$ cat src/rtl/lsu_pkg.sv
// Shared types and helpers for the load/store unit memory master.
package lsu_pkg;

   typedef enum logic [1:0] {
      LSU_BYTE = 2'b00,
      LSU_HALF = 2'b01,
      LSU_WORD = 2'b10
   } lsu_size_e;

   typedef enum logic [1:0] {
      IDLE = 2'b00,
      REQ  = 2'b01,
      WAIT = 2'b10,
      RESP = 2'b11
   } lsu_state_e;

   // Misaligned halves/words and the unused size encoding never reach memory.
   function automatic logic access_bad(input logic [1:0] size, input logic [1:0] off);
      logic bad;
      case (size)
         LSU_BYTE: bad = 1'b0;
         LSU_HALF: bad = off[0];
         LSU_WORD: bad = (off != 2'b00);
         default:  bad = 1'b1;
      endcase
      return bad;
   endfunction

endpackage

$ cat src/rtl/lsu_align.sv
// Byte-lane steering: store data/byte-enable generation and load data extraction.
module lsu_align
   import lsu_pkg::*;
#(
   parameter int XLEN = 32,
   parameter int BE_W = XLEN / 8
) (
   input  logic [1:0]      st_off,
   input  logic [1:0]      st_size,
   input  logic [XLEN-1:0] st_wdata,
   output logic [BE_W-1:0] st_be,
   output logic [XLEN-1:0] st_lanes,
   input  logic [1:0]      ld_off,
   input  logic [1:0]      ld_size,
   input  logic            ld_unsigned,
   input  logic [XLEN-1:0] ld_rdata,
   output logic [XLEN-1:0] ld_data
);

   logic [XLEN-1:0] shifted_s;

   // Store direction: enables shifted to the addressed lanes, data replicated.
   always_comb begin
      st_be    = {BE_W{1'b0}};
      st_lanes = st_wdata;
      case (st_size)
         LSU_BYTE: begin
            st_be    = {{(BE_W-1){1'b0}}, 1'b1} << st_off;
            st_lanes = {BE_W{st_wdata[7:0]}};
         end
         LSU_HALF: begin
            st_be    = {{(BE_W-2){1'b0}}, 2'b11} << st_off;
            st_lanes = {(BE_W/2){st_wdata[15:0]}};
         end
         LSU_WORD: begin
            st_be    = {BE_W{1'b1}};
            st_lanes = st_wdata;
         end
         default: begin
            st_be    = {BE_W{1'b0}};
            st_lanes = st_wdata;
         end
      endcase
   end

   // Load direction: right-justify the addressed lanes, then extend.
   always_comb begin
      shifted_s = ld_rdata >> {ld_off, 3'b000};
      case (ld_size)
         LSU_BYTE: ld_data = ld_unsigned ? {{(XLEN-8){1'b0}}, shifted_s[7:0]}
                                         : {{(XLEN-8){shifted_s[7]}}, shifted_s[7:0]};
         LSU_HALF: ld_data = ld_unsigned ? {{(XLEN-16){1'b0}}, shifted_s[15:0]}
                                         : {{(XLEN-16){shifted_s[15]}}, shifted_s[15:0]};
         LSU_WORD: ld_data = shifted_s;
         default:  ld_data = {XLEN{1'b0}};
      endcase
   end

endmodule

$ cat src/rtl/lsu_mem_master.sv
// Load/store unit memory requester: request/grant/response FSM with captured
// access attributes and registered completion outputs.
module lsu_mem_master
   import lsu_pkg::*;
#(
   parameter int XLEN = 32,
   parameter int BE_W = XLEN / 8
) (
   input  logic            clk_i,
   input  logic            rst_i,
   input  logic            lsu_req_i,
   input  logic            lsu_we_i,
   input  logic [1:0]      lsu_size_i,
   input  logic            lsu_unsigned_i,
   input  logic [XLEN-1:0] lsu_addr_i,
   input  logic [XLEN-1:0] lsu_wdata_i,
   output logic [XLEN-1:0] lsu_rdata_o,
   output logic            lsu_done_o,
   output logic            lsu_err_o,
   output logic            lsu_busy_o,
   output logic            mem_req_o,
   output logic            mem_we_o,
   output logic [BE_W-1:0] mem_be_o,
   output logic [XLEN-1:0] mem_addr_o,
   output logic [XLEN-1:0] mem_wdata_o,
   input  logic            mem_gnt_i,
   input  logic            mem_rvalid_i,
   input  logic [XLEN-1:0] mem_rdata_i
);

   lsu_state_e      state_r, state_s;
   logic            capture_s, rsp_s, bad_s;
   logic            we_r, unsigned_r, err_r;
   logic [1:0]      size_r, off_r;
   logic [XLEN-1:0] addr_r, wdata_r, rdata_r;
   logic [BE_W-1:0] be_r, be_s;
   logic [XLEN-1:0] lanes_s, ld_data_s;
   logic            req_r, busy_r, done_r, err_out_r;

   lsu_align #(.XLEN(XLEN), .BE_W(BE_W)) u_align (
      .st_off      (lsu_addr_i[1:0]),
      .st_size     (lsu_size_i),
      .st_wdata    (lsu_wdata_i),
      .st_be       (be_s),
      .st_lanes    (lanes_s),
      .ld_off      (off_r),
      .ld_size     (size_r),
      .ld_unsigned (unsigned_r),
      .ld_rdata    (mem_rdata_i),
      .ld_data     (ld_data_s)
   );

   assign bad_s = access_bad(lsu_size_i, lsu_addr_i[1:0]);

   // Next-state logic; capture_s/rsp_s mark the cycles that load registers.
   always_comb begin
      state_s   = state_r;
      capture_s = 1'b0;
      rsp_s     = 1'b0;
      case (state_r)
         IDLE: begin
            if (lsu_req_i) begin
               capture_s = 1'b1;
               state_s   = bad_s ? RESP : REQ;
            end else begin
               state_s = IDLE;
            end
         end
         REQ: begin
            if (mem_gnt_i) begin
               rsp_s   = mem_rvalid_i;
               state_s = mem_rvalid_i ? RESP : WAIT;
            end else begin
               state_s = REQ;
            end
         end
         WAIT: begin
            if (mem_rvalid_i) begin
               rsp_s   = 1'b1;
               state_s = RESP;
            end else begin
               state_s = WAIT;
            end
         end
         RESP:    state_s = IDLE;
         default: state_s = IDLE;
      endcase
   end

   // State, capture and output registers; outputs follow the next state so
   // they line up with the state they describe.
   always_ff @(posedge clk_i or posedge rst_i) begin
      if (rst_i) begin
         state_r    <= IDLE;
         we_r       <= 1'b0;
         unsigned_r <= 1'b0;
         err_r      <= 1'b0;
         size_r     <= 2'b00;
         off_r      <= 2'b00;
         addr_r     <= {XLEN{1'b0}};
         wdata_r    <= {XLEN{1'b0}};
         be_r       <= {BE_W{1'b0}};
         rdata_r    <= {XLEN{1'b0}};
         req_r      <= 1'b0;
         busy_r     <= 1'b0;
         done_r     <= 1'b0;
         err_out_r  <= 1'b0;
      end else begin
         state_r   <= state_s;
         req_r     <= (state_s == REQ);
         busy_r    <= (state_s != IDLE);
         done_r    <= (state_s == RESP);
         err_out_r <= (state_s == RESP) && (capture_s ? bad_s : err_r);
         if (capture_s) begin
            we_r       <= lsu_we_i;
            unsigned_r <= lsu_unsigned_i;
            err_r      <= bad_s;
            size_r     <= lsu_size_i;
            off_r      <= lsu_addr_i[1:0];
            addr_r     <= {lsu_addr_i[XLEN-1:2], 2'b00};
            wdata_r    <= lanes_s;
            be_r       <= be_s;
            if (bad_s) begin
               rdata_r <= {XLEN{1'b0}};
            end
         end
         if (rsp_s) begin
            rdata_r <= we_r ? {XLEN{1'b0}} : ld_data_s;
         end
      end
   end

   assign lsu_rdata_o = rdata_r;
   assign lsu_done_o  = done_r;
   assign lsu_err_o   = err_out_r;
   assign lsu_busy_o  = busy_r;
   assign mem_req_o   = req_r;
   assign mem_we_o    = we_r;
   assign mem_be_o    = be_r;
   assign mem_addr_o  = addr_r;
   assign mem_wdata_o = wdata_r;

endmodule

$ cat config.mk
export PLATFORM = sky130hd
export DESIGN_NAME = lsu_mem_master
export DESIGN_NICKNAME = d
export VERILOG_FILES = /design/src/rtl/lsu_pkg.sv /design/src/rtl/lsu_align.sv /design/src/rtl/lsu_mem_master.sv
export SDC_FILE = /design/constraint.sdc
export NUM_CORES = 1
export LEC_CHECK = 0
export ABC_AREA = 1
export CORE_MARGIN = 2
export CORE_UTILIZATION = 44
export DETAILED_ROUTE_END_ITERATION = 12
export HOLD_SLACK_MARGIN = 0.02
export PLACE_DENSITY = 0.9
export SETUP_SLACK_MARGIN = 0.2
export SLEW_MARGIN = 0
export SYNTH_ARGS = -nofsm -noshare
export SYNTH_HDL_FRONTEND = slang
export SYNTH_SLANG_ARGS = --single-unit
$ cat constraint.sdc
create_clock -name clk_i -period 5.2 [get_ports clk_i]
set_clock_uncertainty 0.15 [all_clocks]
set_input_delay 0.78 -clock clk_i [delete_from_list [all_inputs] [get_ports clk_i]]
set_output_delay 0.78 -clock clk_i [all_outputs]
set_load 0.1 [all_outputs]
Word level (Yosys, flattened, before mapping)
Cells that the tools add are included.
{"block": "word_totals", "reg_bits": 111, "latch_bits": 0, "ram_bits": 0, "romBits": 0, "output_inout_bits": 105, "n_memories": 0}
{"block": "classes", "add_sub_neg": 0, "n_mul": 0, "div": 0, "magnitude_cmp": 0, "n_eq_ne": 9, "shift": 3, "mux": 21, "bitwise_logic": 0, "n_reduce_logical": 9}
{"operator": "32-bit two-way mux", "n": 6}
{"operator": "32-bit case mux with 3 select lines", "n": 1}
{"operator": "32-bit case mux with 2 select lines", "n": 1}
{"operator": "32-bit by 5-bit >> shifter with 32-bit output", "n": 1}
{"operator": "4-bit case mux with 3 select lines", "n": 1}
{"operator": "2-bit == test, second input constant", "n": 5}
{"operator": "2-bit by 1-bit == test with 1-bit output, second input constant", "n": 4}
{"operator": "2-bit case mux with 4 select lines", "n": 1}
{"operator": "2-bit nonzero test", "n": 4}
{"operator": "2-bit logical NOT", "n": 3}
{"operator": "1-bit two-way mux", "n": 6}
{"operator": "2-bit two-way mux", "n": 3}
{"operator": "1-bit by 2-bit << shifter with 4-bit output, first input constant", "n": 1}
{"operator": "2-bit by 2-bit << shifter with 4-bit output, first input constant", "n": 1}
{"operator": "1-bit case mux with 3 select lines", "n": 1}
{"operator": "1-bit case mux with 2 select lines", "n": 1}
{"operator": "2-bit AND reduction", "n": 1}
{"operator": "1-bit logical AND", "n": 1}

Logic depth before layout (Yosys ltp)
Gate-level depths: netlist of run 1.
{"block": "depth", "ltp_word": 7, "depth_mapped": 10, "mapped_depth_nobuf": 8}

Cells and area by module
From an unflattened synthesis of run 1, not the netlist that was laid out.
{"block": "unflattened", "hier_cells": 771, "hier_area_um2": 5888.1}
{"module": "lsu_mem_master", "instances": 1, "cells_each": 492, "area_per_inst_um2": 4583.1}
{"module": "lsu_align", "instances": 1, "cells_each": 279, "area_per_inst_um2": 1305.0}

Worst setup path after synthesis of run 1
Ideal clock, no wire load.
{"block": "synth_timing", "path_type": "register to output", "startpoint": "reg we_r (netlist: mem_we_o)", "endpoint": "out mem_we_o", "arrival_ns": 0.940, "path_slack_ns": 3.330, "stages_incl_launch_ff": 1, "n_path_buf": 0, "cell_sequence": "dfrtp_1"}
{"element": "start: declaration", "line": "lsu_mem_master.sv:33", "text": "logic we_r, unsigned_r, err_r;"}
{"element": "start signal: assignment", "line": "lsu_mem_master.sv:115", "text": "we_r <= lsu_we_i;"}
{"element": "end: declaration", "line": "lsu_mem_master.sv:22", "text": "output logic mem_we_o,"}
No word-level cell between the ends.

Worst setup path after layout of run 1
{"block": "layout_timing", "startpoint": "in lsu_size_i[1]", "endpoint": "reg rdata_r[22] (netlist: lsu_rdata_o[22])"}
{"block": "layout_via", "elab_chain_len": 4, "word_cells_on_any_way": 6, "classes_between": "eq/ne (2); mux (1); reduce/logical (3)"}
{"element": "start: declaration", "line": "lsu_mem_master.sv:13", "text": "input logic [1:0] lsu_size_i,"}
{"element": "2-bit == test (tied with other cells)", "line": "lsu_pkg.sv:20", "text": "case (size)"}
{"element": "1-bit case mux with 3 select lines *", "line": "lsu_pkg.sv:20"}
{"element": "2-bit nonzero test (no line) *"}
{"element": "2-bit AND reduction (no line) *"}
{"element": "end signal: assignment", "line": "lsu_mem_master.sv:103", "text": "rdata_r <= {XLEN{1'b0}};"}
{"element": "end signal: assignment", "line": "lsu_mem_master.sv:124", "text": "rdata_r <= {XLEN{1'b0}};"}
{"element": "end signal: assignment", "line": "lsu_mem_master.sv:128", "text": "rdata_r <= we_r ? {XLEN{1'b0}} : ld_data_s;"}
{"element": "end: declaration", "line": "lsu_mem_master.sv:35", "text": "logic [XLEN-1:0] addr_r, wdata_r, rdata_r;"}
Mark *: on every way between the ends. The rest lies on a longest branch, timed or not.
A chain may end at the register's enable or synchronous reset.

==> reports/metrics.csv, run 1 <==
stage,metric,value,unit
status,outcome,finished clean,
min_path,timing.hold.worst.class,reg -> reg,
place,dp_cells,1008,
sta,post-route-period-util,59.3,%
global_route,initial_antenna_violation_count,0,
critical_path,timing.reg2reg.setup_slack,2.42,ns
critical_path,worst-path-max-fanout,32,
detailed_routing,dr_total_vias,5259,
clock_tree,cts_num_sinks,111,
floorplanning,start_util,44.7,%
global_route,maximum_number_of_pins_on_one_net_before_global_route_repair,80,
floorplanning,fp.dieW,114,um
min_path,hold-path-endpoint,lsu_rdata_o[0]$_DFFE_PP0P_,
clock_tree,total_of_cells_resized_after_clock_tree_synthesis,0,
critical_path,critPathLaunchType,primary input,
cells_and_area,insertedDiodeCount,0,
sta,final_critical_path_setup_slack,2.12,ns
global_route,grt.overflow.total,0,
clock_tree,ctsRootBufferMaster,sky130_fd_sc_hd__clkbuf_16,
place,routability_congestion_estimate_from_global_placement,0.870,
sta,fin_setup_tns,0,ns
global_route,grt_usage,24.3,%
cells_and_area,final_cell_count_no_fill,1024,
detailed_routing,post_route_drc_violation_count,0,
cells_and_area,n_fill_cell,1016,
critical_path,worst_ep_required_time,5.33,ns
job,max_cap_viol_count,0,
sta,max_slew.worst_pin.slew,1.02,ns
synthesis,yosysSeqAreaShare,52.2,%
clock_tree,cts_hold_buf,0,
synthesis,synth.ff_latch_count,111,
clock_tree,numCtsBuffers,9,
clock_tree,cts-root-to-sink-buffers,2,
detailed_routing,post_drt_via_cell_ratio,5.14,
place,io_buffer_count,207,
synthesis,number_of_cells_produced_by_synthesis,687,
floorplanning,floorplan.die.height,114,um
critical_path,r2r.worst_path.cells,8,
min_path,worstHoldPathCells,2,
floorplanning,core_area,11900,um2
clock_tree,clkTransAtPathRegs,0.07,ns
clock_tree,clock_tree_from_tritoncts,built,
clock_tree,clk-insertion-delay-late,0.34,ns
place,pre_cts_worst_setup_slack,1.80,ns
synthesis,synthesis.area,5320,um2
cells_and_area,final_net_count,981,
critical_path,worstReg2RegStart,state_r[0]$_DFF_PP0_,
sta,timing_hold_violations_final,0,
critical_path,timing.critical_path.to_type,flop,
floorplanning,die_area,13000,um2
sta,grt_setup_unrepaired,false,
sta,timing.max_slew.rel_slack,31.6,%
critical_path,critical_path_class,in -> reg,
clock_tree,htreeDepth,3,
sta,setup_viol,0,
detailed_routing,drt_wl_total,15.7,mm
min_path,min_from,lsu_rdata_o[0]$_DFFE_PP0P_,
synthesis,ys_warn_count,0,
detailed_routing,route.antenna.remaining_nets,0,
global_route,first_global_vias,4997,
detailed_routing,first_pass_iters,5,
sta,whs,0.327,ns
cells_and_area,multi_input_logic_area,2200,um2
clock_tree,post-cts-setup-buffers,0,
global_route,grt_first_pass_wirelength,25.0,mm
cells_and_area,seqCellArea,2780,um2
place,place_hpwl,11.1,mm
critical_path,crit_arrival,3.22,ns
floorplanning,fp-row-count,40,
cells_and_area,layout-area-overhead-vs-synth,44.3,%
floorplanning,io_pins,210,
critical_path,r2r_end,lsu_rdata_o[22]$_DFFE_PP0P_,
sta,fmax,324,MHz
cells_and_area,drive_above_1_share,4.33,%
detailed_routing,routed_wire_length_per_instance,15.3,um
synthesis,yosys.cell_types.count,27,
sta,min_period,3.08,ns
detailed_routing,drt_iter0_drc,484,
synthesis,synth_area_per_cell,7.75,um2
sta,report.final.slew_viol_count,0,
-- flip-flops by register name, summed over array words and instances (netlist names), 2 cells and up --
signal and count:
off_r 2, state_r 2, mem_addr_o 30, size_r 2, mem_wdata_o 32, lsu_rdata_o 32
mem_be_o 4
-- worst max-delay path by stage --
stage	startpoint	endpoint	slack [ns]	depth (start not counted)
finish	lsu_size_i[1]	lsu_rdata_o[22]$_DFFE_PP0P_	2.12	7
global placement	lsu_size_i[1]	lsu_rdata_o[18]$_DFFE_PP0P_	1.91	7
detailed placement	lsu_size_i[1]	lsu_rdata_o[27]$_DFFE_PP0P_	1.80	7
global route	lsu_size_i[1]	lsu_rdata_o[22]$_DFFE_PP0P_	1.93	7
floorplan	rst_i	err_r$_DFF_PP0_	1.34	1
CTS	lsu_size_i[1]	lsu_rdata_o[22]$_DFFE_PP0P_	2.11	7
-- cell type report --
class,instances,share of cell area (%)
sequential,111,36.2
multi-input combinational,508,28.6
timing repair buffer,211,27.4
clock buffer,10,2.98
tap,147,2.39
inverter,31,1.58
clock inverter,6,0.912
-- through the flow --
stage / util (%) / area [um2]
3_5_place_dp: 62.0 / 7380
5_1_grt: 64.5 / 7680
6_report: 64.5 / 7680
4_1_cts: 64.5 / 7680
3_3_place_gp: 62.0 / 7380
2_1_floorplan: - / 5330
-- logic make-up after synthesis --
group,synth area share (%)
compound gates,8.18
fa+ha+maj,0.941
buf+inv,6.63
flops,52.2
other cells,0.0705
simple gates,32.0
-- per-layer routing --
| layer | vias up | track usage [%] | routed length [um] |
|---|---|---|---|
| met4 | 0 | 8.21 | 319 |
| met1 | 2444 | 30.4 | 6030 |
| met2 | 264 | 40.8 | 7750 |
| met3 | 29 | 6.64 | 1560 |
| met5 | - | 0 | 0 |
| li1 | 2522 | - | - |
-- synthesized netlist by cell type, drive strengths merged --
master	instances	area (um2)
a21oi	39	195
clkbuf	6	22.5
dfrtp	111	2780
buf	32	211
nor3	3	36.3
conb	1	3.75
nor2	58	230
o211ai	7	52.6
a31oi	9	56.3
inv	31	119
ha	4	50.1
o31ai	6	45.0
nand3	37	190
o21bai	1	7.51
a21boi	1	18.8
o21ai	12	60.1
nand2	329	1240
-- cell usage in the layout, fill, tap and decap left out, drive strengths merged --
cell / count
a21boi: 1
a21oi: 39
a31oi: 9
buf: 4
bufinv: 1
clkbuf: 10
clkdlybuf4s50: 207
clkinv: 2
clkinvlp: 2
conb: 2
dfrtp: 111
ha: 4
inv: 32
nand2: 329
nand3: 37
nor2: 58
nor3: 3
o211ai: 7
o21ai: 12
o21bai: 1
o31ai: 6
-- critical path, stage by stage --
cell	delay (ns)
sky130_fd_sc_hd__clkdlybuf4s50_1	1.04
sky130_fd_sc_hd__nor2_4	0.18
sky130_fd_sc_hd__nand2_2	0.11
sky130_fd_sc_hd__nand2_2	0.09
sky130_fd_sc_hd__a21boi_4	0.71
sky130_fd_sc_hd__nand2_1	0.16
sky130_fd_sc_hd__nand2_1	0.12
Power of run 1 is left out: the tool's default activity adds up to more than one toggle a clock period on the data nets, which glitch-free logic cannot reach.
==> inputs of run 2 (changes only) <==
Clock period 5.2 ns to 3.05 ns, I/O delays scaled along.
==> run 2 against run 1 <==
  * Hold slack worse by 0.0030 ns
  * Final cell count up 0.29%
  * Critical path type is now reg -> reg
  * Setup slack worse by 1.3 ns
  * First-iteration DRC count down 9.9%
  * Sequential cell count unchanged
  * Die area unchanged
  * Count of clock-buffer cells in the layout down 1
  * Critical path depth down 1
  * Routed wire length down 4.0%
  * Largest cell class unchanged
==> reports/metrics.csv, run 2 (same netlist as run 1, synthesis figures left out) <==
stage,metric,value,unit,change
place,postPlaceCellArea,7170,um2,-2.8%
sta,fin_setup_tns,0,ns,unchanged
floorplanning,die_area,13000,um2,unchanged
clock_tree,clkTransAtPathRegs,0.08,ns,about the same
clock_tree,post-cts-setup-buffers,0,,unchanged
clock_tree,cts_hold_buf,0,,unchanged
sta,timing.max_slew.rel_slack,56.6,%,+25 points
clock_tree,cts_num_sinks,111,,unchanged
floorplanning,core_area,11900,um2,unchanged
detailed_routing,first_pass_iters,5,,unchanged
critical_path,timing.critical_path.to_type,flop,,
cells_and_area,layout-area-overhead-vs-synth,41.0,%,
sta,fmax,457,MHz,
cells_and_area,final_net_count,984,,+0.31%
detailed_routing,post_route_drc_violation_count,0,,unchanged
global_route,first_global_vias,4893,,-2.1%
critical_path,critical_path_class,reg -> reg,,
floorplanning,start_util,44.7,%,unchanged
cells_and_area,drive_above_1_share,16.5,%,+12 points
cells_and_area,layout.cells.most_common_list,"324 x sky130_fd_sc_hd__nand2_1, 111 x sky130_fd_sc_hd__dfrtp_1, 108 x sky130_fd_sc_hd__buf_4",,
clock_tree,htreeDepth,3,,unchanged
clock_tree,total_of_cells_resized_after_clock_tree_synthesis,0,,unchanged
cells_and_area,final_common_cell,sky130_fd_sc_hd__nand2_1,,
sta,timing_hold_violations_final,0,,unchanged
clock_tree,clk-insertion-delay-late,0.35,ns,about the same
detailed_routing,dr_total_vias,5171,,-1.7%
floorplanning,fp-row-count,40,,unchanged
critical_path,worst-path-max-fanout,24,,-25%
sta,setup_viol,0,,unchanged
detailed_routing,routed_wire_length_per_instance,14.6,um,-4.3%
detailed_routing,route.antenna.remaining_nets,0,,unchanged
floorplanning,floorplan.die.height,114,um,unchanged
sta,post-route-period-util,71.8,%,
sta,max_slew.worst_pin.slew,0.650,ns,-0.373 ns
global_route,grt_first_pass_wirelength,24.1,mm,-3.8%
job,max_cap_viol_count,0,,unchanged
floorplanning,fp.dieW,114,um,unchanged
clock_tree,ctsRootBufferMaster,sky130_fd_sc_hd__clkbuf_16,,
floorplanning,io_pins,210,,unchanged
sta,min_period,2.19,ns,
place,io_buffer_count,207,,unchanged
sta,grt_setup_unrepaired,false,,
clock_tree,clock_tree_from_tritoncts,built,,
place,place_hpwl,10.7,mm,-3.2%
cells_and_area,finish.instance_area,7500,um2,-2.3%
status,outcome,finished clean,,
global_route,maximum_number_of_pins_on_one_net_before_global_route_repair,112,,+40%
min_path,timing.hold.worst.class,reg -> reg,,
clock_tree,numCtsBuffers,9,,unchanged
critical_path,crit_arrival,2.33,ns,-0.89 ns
critical_path,worst_ep_required_time,3.19,ns,-2.14 ns
detailed_routing,drt_iter0_drc,436,,-9.9%
clock_tree,cts-root-to-sink-buffers,2,,unchanged
detailed_routing,drt_wl_total,15.0,mm,-4.0%
detailed_routing,post_drt_via_cell_ratio,5.04,,-2.0%
cells_and_area,insertedDiodeCount,0,,unchanged
global_route,initial_antenna_violation_count,0,,unchanged
sta,report.final.slew_viol_count,0,,unchanged
critical_path,critPathLaunchType,flop,,
global_route,grt_usage,23.3,%,-1.0 points
global_route,grt.overflow.total,0,,unchanged
place,routability_congestion_estimate_from_global_placement,0.864,,-0.62%
## run 2: cell types whose count changed in the layout (fill, tap and decap cells not counted)
cell                              previous run  this run
sky130_fd_sc_hd__clkinv_2                    1         0
sky130_fd_sc_hd__clkbuf_1                    1         0
sky130_fd_sc_hd__buf_12                      0         2
sky130_fd_sc_hd__buf_4                       4       108
sky130_fd_sc_hd__clkinv_4                    1         3
sky130_fd_sc_hd__clkdlybuf4s50_1           207       104
sky130_fd_sc_hd__bufinv_16                   1         2
sky130_fd_sc_hd__inv_4                       2         1
## run 2: area by class of cell
cell class	instances	area (um2)
Clock buffer	9	225
Clock inverter	7	105
Fill cell	1026	4410
Inverter	31	123
Multi-Input combinational cell	508	2200
Sequential cell	111	2780
Tap cell	147	184
Timing Repair Buffer	214	1890
## run 2: worst max-delay path, cell delays in order, from the launching register on
cell,delay (ns)
sky130_fd_sc_hd__dfrtp_1,0.74
sky130_fd_sc_hd__inv_2,0.28
sky130_fd_sc_hd__nand3_1,0.19
sky130_fd_sc_hd__nand3_2,0.39
sky130_fd_sc_hd__nand3_1,0.22
sky130_fd_sc_hd__nand2_1,0.09
sky130_fd_sc_hd__nand2_1,0.07
## run 2: final timing paths
kind                                              from                          end  slack (ns)  cells past startpoint
max                               off_r[1]$_DFFE_PP0P_  lsu_rdata_o[20]$_DFFE_PP0P_        0.86                      6
min in group asynchronous                        rst_i  lsu_rdata_o[29]$_DFFE_PP0P_        0.46                      3
max in group asynchronous                        rst_i   lsu_rdata_o[9]$_DFFE_PP0P_        1.80                      3
max reg2reg                       off_r[1]$_DFFE_PP0P_  lsu_rdata_o[20]$_DFFE_PP0P_        0.86                      6
min reg2reg                lsu_rdata_o[11]$_DFFE_PP0P_  lsu_rdata_o[11]$_DFFE_PP0P_        0.32                      2
min                        lsu_rdata_o[11]$_DFFE_PP0P_  lsu_rdata_o[11]$_DFFE_PP0P_        0.32                      2
## run 2: metal layers
metal	share of wire [%]	up-vias	track usage [%]
met5	0	-	0
met4	2.0	0	8.70
met3	8.3	25	5.05
met2	48	245	38.3
met1	41	2367	30.4
li1	-	2534	-
## run 2: through the flow
stage / hold WS [ns] / cells / utilization, % / worst slack [ns]
global placement: 0.306 / 1011 / 60.2 / 0.712
finish: 0.324 / 1027 / 63.0 / 0.861
CTS: 0.331 / 1027 / 63.0 / 0.884
floorplan: 0.360 / 688 / - / 1.10
global route: 0.348 / 1027 / 63.0 / 0.635
detailed placement: 0.312 / 1011 / 60.2 / 0.673
Power of run 2 is left out for the same reason.
==> inputs of run 3 (changes only) <==
Settings changed: CORE_UTILIZATION 44 to 40, PLACE_DENSITY 0.9 to 0.87.
Clock period 3.05 ns to 2 ns, I/O delays scaled along.
==> run 3 against run 2 <==
  * Highest routed layer unchanged
  * Utilization down 2.1 points
  * Setup slack lost 0.64 ns
  * Maximum frequency rose by 23%
==> reports/metrics.csv, run 3 (same netlist as run 1, synthesis figures left out) <==
stage,metric,value,unit,change
clock_tree,numCtsBuffers,9,,unchanged
sta,min_period,1.78,ns,-0.413 ns
cells_and_area,drive_above_1_share,18.9,%,+2.4 points
place,io_buffer_count,207,,unchanged
place,place_hpwl,11.8,mm,+10%
status,outcome,finished clean,,
detailed_routing,post_drt_via_cell_ratio,5.02,,-0.35%
clock_tree,cts_num_sinks,111,,unchanged
floorplanning,start_util,40.5,%,-4.2 points
floorplanning,fp-row-count,42,,+5.0%
global_route,grt_usage,22.9,%,-0.44 points
sta,fin_setup_tns,0,ns,unchanged
global_route,initial_antenna_violation_count,0,,unchanged
critical_path,critPathLaunchType,flop,,
cells_and_area,final_net_count,1005,,+2.1%
sta,timing.max_slew.rel_slack,61.2,%,+4.5 points
detailed_routing,routed_wire_length_per_instance,15.2,um,+4.0%
floorplanning,core_area,13100,um2,+10%
global_route,grt.overflow.total,0,,unchanged
sta,report.final.slew_viol_count,0,,unchanged
floorplanning,fp.dieW,119,um,+4.7%
sta,setup_viol,0,,unchanged
clock_tree,clock_tree_from_tritoncts,built,,
global_route,grt_first_pass_wirelength,25.7,mm,+6.8%
critical_path,worst-path-max-fanout,8,,-67%
place,routability_congestion_estimate_from_global_placement,0.903,,+4.5%
cells_and_area,insertedDiodeCount,0,,unchanged
clock_tree,cts-root-to-sink-buffers,2,,unchanged
clock_tree,clkTransAtPathRegs,0.07,ns,about the same
critical_path,crit_arrival,1.92,ns,-0.41 ns
detailed_routing,first_pass_iters,5,,unchanged
sta,grt_setup_unrepaired,true,,
detailed_routing,drt_iter0_drc,429,,-1.6%
global_route,global_route_met1_utilization,28.7,%,-1.7 points
floorplanning,floorplan.die.height,119,um,+4.7%
sta,max_slew.worst_pin.slew,0.581,ns,-0.0697 ns
floorplanning,io_pins,210,,unchanged
critical_path,timing.reg2reg.setup_slack,0.22,ns,-0.64 ns
sta,fmax,563,MHz,+23%
floorplanning,die_area,14200,um2,+9.6%
global_route,gr-usage-met2,36.7,%,-1.5 points
sta,timing_hold_violations_final,0,,unchanged
min_path,timing.hold.worst.class,in -> async,,
detailed_routing,dr_total_vias,5404,,+4.5%
critical_path,r2r.worst_path.cells,10,,+4
cells_and_area,layout-area-overhead-vs-synth,50.3,%,
critical_path,critical_path_class,reg -> reg,,
critical_path,timing.critical_path.to_type,flop,,
global_route,first_global_vias,5206,,+6.4%
clock_tree,htreeDepth,3,,unchanged
cells_and_area,final_common_cell,sky130_fd_sc_hd__nand2_1,,
global_route,gr-usage-met3,7.04,%,+2.0 points
critical_path,r2r_end,lsu_rdata_o[0]$_DFFE_PP0P_,,
sta,post-route-period-util,88.8,%,+17 points
job,max_cap_viol_count,0,,unchanged
cells_and_area,layout.cells.most_common_list,"323 x sky130_fd_sc_hd__nand2_1, 111 x sky130_fd_sc_hd__dfrtp_1, 106 x sky130_fd_sc_hd__buf_4",,
global_route,maximum_number_of_pins_on_one_net_before_global_route_repair,59,,-47%
detailed_routing,route.antenna.remaining_nets,0,,unchanged
detailed_routing,drt_wl_total,16.4,mm,+9.1%
global_route,grt_busiest_layer,met2,,
clock_tree,ctsRootBufferMaster,sky130_fd_sc_hd__clkbuf_16,,
clock_tree,clk-insertion-delay-late,0.35,ns,about the same
critical_path,worstReg2RegStart,state_r[0]$_DFF_PP0_,,
detailed_routing,post_route_drc_violation_count,0,,unchanged
critical_path,worst_ep_required_time,2.14,ns,-1.05 ns
[run 3: cell types whose count changed in the layout (fill, tap and decap cells not counted), sizes merged]
cell / delta
buf: +18
bufinv: -2
inv: +2
clkbuf: +6
clkinv: -3
[run 3: how the worst max path moves through the flow]
stage,from,to,slack (ns),cells past startpoint
3_3_place_gp,lsu_size_i[1],lsu_rdata_o[27]$_DFFE_PP0P_,0.10,8
4_1_cts,state_r[0]$_DFF_PP0_,mem_wdata_o[31]$_DFFE_PP0P_,0.25,7
3_5_place_dp,lsu_req_i,mem_wdata_o[31]$_DFFE_PP0P_,0.03,6
2_1_floorplan,rst_i,err_r$_DFF_PP0_,0.21,1
5_1_grt,state_r[0]$_DFF_PP0_,lsu_rdata_o[9]$_DFFE_PP0P_,0.15,10
6_report,state_r[0]$_DFF_PP0_,lsu_rdata_o[0]$_DFFE_PP0P_,0.22,10
[run 3: area by class of cell]
class / count / area (um2)
well taps: 176 / 220
clock inverters: 4 / 36.3
flip-flops and latches: 111 / 2780
clock buffers: 12 / 256
multi-input cells: 508 / 2240
inverters: 31 / 125
repair buffers: 235 / 2340
fillers: 1155 / 5140
[run 3: critical path: stages (launching register included)]
cell and delay [ns]:
sky130_fd_sc_hd__dfrtp_1 0.37, sky130_fd_sc_hd__buf_4 0.13, sky130_fd_sc_hd__ha_4 0.12, sky130_fd_sc_hd__nand2_1 0.06, sky130_fd_sc_hd__nand2_2 0.10, sky130_fd_sc_hd__nand3_4 0.09
sky130_fd_sc_hd__nor3_4 0.28, sky130_fd_sc_hd__buf_12 0.16, sky130_fd_sc_hd__clkbuf_16 0.15, sky130_fd_sc_hd__nand2_1 0.05, sky130_fd_sc_hd__nand2_1 0.06
[run 3: stage by stage]
stage	setup WS [ns]	std cells	util [%]	hold slack [ns]	area (um2)
after floorplan	0.207	688	-	0.260	5330
after global routing	0.154	1077	60.9	0.161	8000
final	0.224	1077	60.9	0.137	8000
after CTS	0.249	1069	59.6	0.138	7830
after global placement	0.103	1053	57.3	0.306	7530
after detailed placement	0.0309	1053	57.3	0.311	7530
[run 3: timing repair]
action,CTS,global route
hold buffers,0,0
gates resized for setup,0,11
buffers inserted,0,4
endpoints found under the setup margin,0,65
hold endpoints to repair,0,0
[run 3: metal layers]
metal	vias up	share of wire, %
met5	-	0
met4	0	3.2
met3	44	10
met2	293	48
met1	2504	39
li1	2563	-
Power of run 3 is left out for the same reason.
